**src/rtl/lcd_bus_engine.sv**
```systemverilog
// lcd_bus_engine
//   Queues command/data entries for an 8080-style parallel LCD bus and plays
//   them out as SETUP / LOW / HIGH strobe sequences, back-to-back when the
//   queue stays non-empty.
//
//   Ports
//     clk, reset_n               clock, synchronous active-low reset
//     in_valid/in_ready          entry handshake; in_dcx, in_rd, in_data payload
//     cfg_low, cfg_high          strobe low / high widths (0 behaves as 1)
//     ctrl_res_n, ctrl_lcd_on    requested panel reset / enable levels
//     rd_valid, rd_data          read-back pulse and last captured value
//     busy, fifo_level           activity flag and queue occupancy
//     lcd_*                      registered panel pins; lcd_d_in sampled on reads
//
//   The pins are registered from the FSM state, so they trail the state by
//   one cycle. An entry pushed into an empty, idle engine is popped on the
//   next edge and appears on the pins on the edge after that.
module lcd_bus_engine #(
  parameter int DATA_W     = 16,
  parameter int FIFO_DEPTH = 16,
  parameter int CNT_W      = 8
) (
  input  logic                          clk,
  input  logic                          reset_n,
  input  logic                          in_valid,
  output logic                          in_ready,
  input  logic                          in_dcx,
  input  logic                          in_rd,
  input  logic [DATA_W-1:0]             in_data,
  input  logic [CNT_W-1:0]              cfg_low,
  input  logic [CNT_W-1:0]              cfg_high,
  input  logic                          ctrl_res_n,
  input  logic                          ctrl_lcd_on,
  output logic                          rd_valid,
  output logic [DATA_W-1:0]             rd_data,
  output logic                          busy,
  output logic [$clog2(FIFO_DEPTH):0]   fifo_level,
  output logic                          lcd_res_n,
  output logic                          lcd_csx,
  output logic                          lcd_wrx,
  output logic                          lcd_rdx,
  output logic                          lcd_dcx,
  output logic                          lcd_on,
  output logic [DATA_W-1:0]             lcd_d_out,
  output logic                          lcd_d_oe,
  input  logic [DATA_W-1:0]             lcd_d_in
);

  localparam int AW = $clog2(FIFO_DEPTH);
  localparam int LW = AW + 1;
  localparam int EW = DATA_W + 2;

  typedef enum logic [1:0] {
    ST_IDLE  = 2'd0,
    ST_SETUP = 2'd1,
    ST_LOW   = 2'd2,
    ST_HIGH  = 2'd3
  } state_t;

  // A programmed width of zero still gives one strobe cycle.
  function automatic logic [CNT_W-1:0] f_min1(input logic [CNT_W-1:0] v);
    return (v == {CNT_W{1'b0}}) ? CNT_W'(1) : v;
  endfunction

  // Queue storage and pointers
  logic [EW-1:0]     r_mem [FIFO_DEPTH];
  logic [AW-1:0]     r_wr_ptr;
  logic [AW-1:0]     r_rd_ptr;
  logic [LW-1:0]     r_count;

  // Transaction state
  state_t            r_state;
  logic [CNT_W-1:0]  r_cnt;
  logic [CNT_W-1:0]  r_len_low;
  logic [CNT_W-1:0]  r_len_high;
  logic              r_e_dcx;
  logic              r_e_rd;
  logic [DATA_W-1:0] r_e_data;
  logic              r_last_low_rd;

  // Registered outputs
  logic              r_rd_valid;
  logic [DATA_W-1:0] r_rd_data;
  logic              r_lcd_res_n;
  logic              r_lcd_csx;
  logic              r_lcd_wrx;
  logic              r_lcd_rdx;
  logic              r_lcd_dcx;
  logic              r_lcd_on;
  logic [DATA_W-1:0] r_lcd_d_out;
  logic              r_lcd_d_oe;

  logic              w_full;
  logic              w_empty;
  logic              w_push;
  logic              w_pop;
  logic [EW-1:0]     w_head;
  logic              w_last_high;

  assign w_full      = (r_count == LW'(FIFO_DEPTH));
  assign w_empty     = (r_count == {LW{1'b0}});
  assign w_push      = in_valid & ~w_full;
  assign w_last_high = (r_state == ST_HIGH) && (r_cnt == CNT_W'(1));
  // A new transaction starts only from IDLE or the final HIGH cycle, and
  // never while the panel is held in reset.
  assign w_pop       = ~w_empty & r_lcd_res_n &
                       ((r_state == ST_IDLE) | w_last_high);
  assign w_head      = r_mem[r_rd_ptr];

  assign in_ready    = ~w_full;
  assign fifo_level  = r_count;
  assign busy        = ~w_empty | (r_state != ST_IDLE) | ~r_lcd_csx;

  assign rd_valid    = r_rd_valid;
  assign rd_data     = r_rd_data;
  assign lcd_res_n   = r_lcd_res_n;
  assign lcd_csx     = r_lcd_csx;
  assign lcd_wrx     = r_lcd_wrx;
  assign lcd_rdx     = r_lcd_rdx;
  assign lcd_dcx     = r_lcd_dcx;
  assign lcd_on      = r_lcd_on;
  assign lcd_d_out   = r_lcd_d_out;
  assign lcd_d_oe    = r_lcd_d_oe;

  // Queue storage write port (contents need no reset)
  always_ff @(posedge clk) begin
    if (w_push) begin
      r_mem[r_wr_ptr] <= {in_dcx, in_rd, in_data};
    end
  end

  // Queue pointers and occupancy
  always_ff @(posedge clk) begin
    if (!reset_n) begin
      r_wr_ptr <= {AW{1'b0}};
      r_rd_ptr <= {AW{1'b0}};
      r_count  <= {LW{1'b0}};
    end else begin
      if (w_push) begin
        r_wr_ptr <= r_wr_ptr + AW'(1);
      end
      if (w_pop) begin
        r_rd_ptr <= r_rd_ptr + AW'(1);
      end
      case ({w_push, w_pop})
        2'b10:   r_count <= r_count + LW'(1);
        2'b01:   r_count <= r_count - LW'(1);
        default: r_count <= r_count;
      endcase
    end
  end

  // Transaction FSM, pin drivers and read capture
  always_ff @(posedge clk) begin
    if (!reset_n) begin
      r_state       <= ST_IDLE;
      r_cnt         <= {CNT_W{1'b0}};
      r_len_low     <= CNT_W'(1);
      r_len_high    <= CNT_W'(1);
      r_e_dcx       <= 1'b0;
      r_e_rd        <= 1'b0;
      r_e_data      <= {DATA_W{1'b0}};
      r_last_low_rd <= 1'b0;
      r_rd_valid    <= 1'b0;
      r_rd_data     <= {DATA_W{1'b0}};
      r_lcd_res_n   <= 1'b0;
      r_lcd_on      <= 1'b0;
      r_lcd_csx     <= 1'b1;
      r_lcd_wrx     <= 1'b1;
      r_lcd_rdx     <= 1'b1;
      r_lcd_dcx     <= 1'b1;
      r_lcd_d_out   <= {DATA_W{1'b0}};
      r_lcd_d_oe    <= 1'b0;
    end else begin
      // Latch the popped entry and the timing that applies to it.
      if (w_pop) begin
        r_e_dcx    <= w_head[DATA_W+1];
        r_e_rd     <= w_head[DATA_W];
        r_e_data   <= w_head[DATA_W-1:0];
        r_len_low  <= f_min1(cfg_low);
        r_len_high <= f_min1(cfg_high);
      end

      case (r_state)
        ST_IDLE: begin
          if (w_pop) begin
            r_state <= ST_SETUP;
          end else begin
            r_state <= ST_IDLE;
          end
        end
        ST_SETUP: begin
          r_state <= ST_LOW;
          r_cnt   <= r_len_low;
        end
        ST_LOW: begin
          if (r_cnt == CNT_W'(1)) begin
            r_state <= ST_HIGH;
            r_cnt   <= r_len_high;
          end else begin
            r_cnt <= r_cnt - CNT_W'(1);
          end
        end
        ST_HIGH: begin
          if (r_cnt == CNT_W'(1)) begin
            r_state <= w_pop ? ST_SETUP : ST_IDLE;
          end else begin
            r_cnt <= r_cnt - CNT_W'(1);
          end
        end
        default: begin
          r_state <= ST_IDLE;
        end
      endcase

      // Pins reflect the state of the previous cycle.
      case (r_state)
        ST_IDLE: begin
          r_lcd_csx  <= 1'b1;
          r_lcd_wrx  <= 1'b1;
          r_lcd_rdx  <= 1'b1;
          r_lcd_d_oe <= 1'b0;
        end
        ST_SETUP: begin
          r_lcd_csx  <= 1'b0;
          r_lcd_wrx  <= 1'b1;
          r_lcd_rdx  <= 1'b1;
          r_lcd_dcx  <= r_e_dcx;
          r_lcd_d_oe <= ~r_e_rd;
          if (r_e_rd) begin
            r_lcd_d_out <= r_lcd_d_out;
          end else begin
            r_lcd_d_out <= r_e_data;
          end
        end
        ST_LOW: begin
          r_lcd_csx  <= 1'b0;
          r_lcd_wrx  <= r_e_rd;
          r_lcd_rdx  <= ~r_e_rd;
          r_lcd_d_oe <= ~r_e_rd;
        end
        ST_HIGH: begin
          r_lcd_csx <= 1'b0;
          r_lcd_wrx <= 1'b1;
          r_lcd_rdx <= 1'b1;
        end
        default: begin
          r_lcd_csx  <= 1'b1;
          r_lcd_wrx  <= 1'b1;
          r_lcd_rdx  <= 1'b1;
          r_lcd_d_oe <= 1'b0;
        end
      endcase

      // Flag that the pins are in the final LOW cycle of a read; the edge
      // ending that cycle captures the panel data.
      r_last_low_rd <= (r_state == ST_LOW) && (r_cnt == CNT_W'(1)) && r_e_rd;
      r_rd_valid    <= r_last_low_rd;
      if (r_last_low_rd) begin
        r_rd_data <= lcd_d_in;
      end else begin
        r_rd_data <= r_rd_data;
      end

      r_lcd_res_n <= ctrl_res_n;
      r_lcd_on    <= ctrl_lcd_on;
    end
  end

endmodule

```
**config.mk**
```make
export PLATFORM = sky130hd
export DESIGN_NAME = lcd_bus_engine
export DESIGN_NICKNAME = d
export VERILOG_FILES = /design/src/rtl/lcd_bus_engine.sv
export SDC_FILE = /design/constraint.sdc
export NUM_CORES = 1
export LEC_CHECK = 0
export BUFFER_PORTS_ARGS = -buffer_cell sky130_fd_sc_hd__buf_2
export CELL_PAD_IN_SITES_DETAIL_PLACEMENT = 0
export CELL_PAD_IN_SITES_GLOBAL_PLACEMENT = 2
export CORE_MARGIN = 10
export CORE_UTILIZATION = 45
export DETAILED_ROUTE_END_ITERATION = 12
export PLACE_DENSITY = 0.88
export SLEW_MARGIN = 20
export SYNTH_ARGS = -nofsm -noshare
export SYNTH_HDL_FRONTEND = slang
export SYNTH_SLANG_ARGS = --single-unit
```
**constraint.sdc**
```tcl
create_clock -name clk -period 3.81 [get_ports clk]
set_input_delay 0.381 -clock clk [delete_from_list [all_inputs] [get_ports clk]]
set_output_delay 0.381 -clock clk [all_outputs]
set_load 0.02 [all_outputs]
```
==> results.cfg <==
[run_status]
status = finished, final reports clean

[synthesis]
synth.most_common_cell = edfxtp_1
synth-seq-cells = 386
synth_xor_area_share_pct = 0.578
synth_top_family_by_area = multiplexers
ys_top_cells_by_area = edfxtp_1 (57%), dfxtp_1 (13%), mux4_2 (11%), a22o_1 (2.1%), nand2_1 (2.0%)
async_flop_share_pct = 0
syn_inst = 938
synth_top_cells_by_count = edfxtp_1 (288), dfxtp_1 (98), nand2_1 (82), mux4_2 (72), nor2_1 (44)
syn_nets = 1010
synth_area_leader_cell = edfxtp_1
synth_adder_area_share_pct = 1.40
avgSynthCellArea_sq_um = 16.1
synth-simple-area-share_pct = 7.56
synth_mux_area_share_pct = 12.2
yosysTopAreaCellShare_pct = 57.1
ys_warn_count = 0
synth_ff_type = edfxtp_1
post_synth_num_cell_types = 57
yosysSeqAreaShare_pct = 70.0
syn_area_sq_mm = 0.0151
synth_compound_area_share_pct = 6.36
synth_edf_count = 288

[setup_path]
crit_buf_inv = 1
endpoint = fifo_level[2]$_SDFFE_PN0P_
cp_cell_sequence = ha_1, or3b_2, nor3_4, o221ai_4, inv_2, ha_1, xor2_1, ha_1, a21oi_1, xor2_1, or3_1, a21boi_0
r2r_setup_slack_ps = 630
cp.required_ps = 4260
critPathMaxStageDelay_ps = 550
r2r_start = r_cnt[0]$_SDFFE_PN0P_
critPathTopFamily = simple AND/OR/NAND/NOR gates
cp_slowest_cell = or3b_2
worst-r2r-cell-count = 12
crit_top_cell = ha_1
crit_fanout = 10
cp-startpoint = r_cnt[0]$_SDFFE_PN0P_
r2r-end = fifo_level[2]$_SDFFE_PN0P_
worst_setup_path_end_kind = flip-flop
cp_num_cells = 12
start_kind = flip-flop
arrival_ps = 3630
crit_type = flip-flop to flip-flop

[drt]
vias = 8377
wirelength_met1_um = 14900
highest_layer = met5
viasPerCell = 5.45
dr_wl_met2_um = 15300
ant_nets = 0
wl_per_cell_um = 21.2
drtIter0Drc = 621
routed_wirelength_um = 32600
met3WireLength_um = 2010
route.detailed.drc = 0
firstDrtPassIters = 5

[pwr]
pwr_density_cell_mw_per_mm2 = 610
p_leak_nw = 5.87
power_mw = 10.7
irDropWorstVdd_mv = 0.372

[global_route]
grt_pass1_vias = 8358
grt_usage_pct = 15.4
grt_max_degree = 58
grt_pass1_wl_um = 49900
gr-total-overflow = 0
antenna_found_initial = 1

[die]
core_sq_mm = 0.0334
pin_count = 102
die_w_um = 203
die_height_um = 203
row_count = 67
dieArea_sq_mm = 0.0414
start_util_pct = 45.4

[timing]
min_period_ps = 3180
hold_ws_ps = 55.1
tightest_slew_ps = 1050
fin_skew_ps = 15.2
rsz0062_at_grt = no
fin_setup_tns_ps = 0
slew_viol_final = 0
period_share_pct = 83.5
hold_viol_final = 0
max_freq_mhz = 314
setup_viol = 0
relSlewSlack_pct = 30.0

[min_path]
hold_path.class = primary input to flip-flop

[cts]
clk_path_buf_depth = 3
cts_buffers = 40
cts_hold_buf = 0
htree_levels = 2
postCtsSetupBuffers = 0
cts_resized = 0
clock_latency_ps = 530
cts_tree = yes
root_buffer = clkbuf_16
clock-sinks = 386
clkTransAtPathRegs_ps = 60

[cells_and_area]
area_delta_synth_final_pct = 16.3
drive_gt1_share_pct = 26.7
nets = 1130
fill_cells = 2769
final_util_pct = 52.8
fin_cells = 1537
n_antenna_cell = 0

[placed_design]
placedCellCount = 1464
hpwl_um = 20300
numPortBuffers = 101
gp_congestion = 0.777

[run]
maxCapViolCount = 0
## cell usage in the layout (no fill, tap or decap), types with 6 or more instances in the layout
cell type,n
a21boi_0,32
a21oi_1,11
a22o_1,36
and2_1,12
buf_2,101
buf_4,30
clkbuf_1,6
clkbuf_16,41
clkinv_1,11
dfxtp_1,96
edfxtp_1,288
ha_1,17
inv_1,9
mux2i_1,22
mux4_2,72
nand2_1,82
nand2b_1,8
nand3_1,23
nor2_1,32
nor2_2,12
nor2b_1,25
o21ai_0,19
o21ai_1,10
xnor2_1,7
## cell families after synthesis
logic type,count (synthesis)
simple gates,232
flops,386
buf+inv,65
mux,95
fa+ha+maj,17
xor+xnor,10
compound gates,133
## state kept, by name (all words and copies together), names as in the netlist, 5 cells and up
signal / flops
r_len_high: 8
r_cnt: 8
fifo_level: 5
r_len_low: 8
r_mem: 288
lcd_d_out: 16
rd_data: 16
r_e_data: 16
## worst reg2reg max path, delay by kind of cell (launching register included)
| family | cells | cell delay [ps] |
|---|---|---|
| adders and majority gates | 3 | 780 |
| DFF | 1 | 410 |
| AOI/OAI and AO/OA | 3 | 530 |
| xor gates and xnor gates | 2 | 240 |
| and+or+nand+nor | 3 | 1090 |
| buffers and inverters | 1 | 70 |
## final cells by class
type	count	area, sq um	area share (%)
Clock buffer	47	1050	5.95
Tap cell	448	561	3.18
Clock inverter	26	258	1.46
Inverter	10	37.5	0.213
Sequential cell	386	10600	60.3
Multi-Input combinational cell	487	4320	24.5
Timing Repair Buffer	133	771	4.38
## power breakdown
part           switching [mW]  leakage [nW]  total [mW]  internal, mW
Clock                    1.57         0.622        3.88          2.31
Sequential              0.227          3.40        4.95          4.72
Combinational            1.06          1.85        1.92         0.869
Total                    2.85          5.87        10.7          7.90
## routing by layer
layer | track usage, % | vias up
met5 | 0 | -
met2 | 24.5 | 248
met3 | 3.32 | 36
met1 | 21.3 | 4238
met4 | 3.52 | 2
li1 | - | 3853
## metrics by stage
| stage | worst slack [ps] | area, sq um |
|---|---|---|
| finish | 629 | 17600 |
| CTS | 609 | 17600 |
| detailed placement | 632 | 16300 |
| global route | 456 | 17600 |
| floorplan | 624 | 15100 |
| global placement | 670 | 16300 |
## how the worst min path moves through the flow
stage                                          from                         to  slack [ps]  cells after the start
after floorplan                 r_e_rd$_SDFFE_PN0P_         lcd_rdx$_SDFF_PN1_         410                      1
after global placement    r_e_data[12]$_SDFFE_PN0P_  r_e_data[12]$_SDFFE_PN0P_         450                      2
after detailed placement  r_e_data[13]$_SDFFE_PN0P_  r_e_data[13]$_SDFFE_PN0P_         450                      2
after CTS                                ctrl_res_n       lcd_res_n$_SDFF_PN0_          40                      2
after global routing                     ctrl_res_n       lcd_res_n$_SDFF_PN0_          60                      2
final                                    ctrl_res_n       lcd_res_n$_SDFF_PN0_          60                      2
No activity file was read; power rests on OpenSTA's default activity.
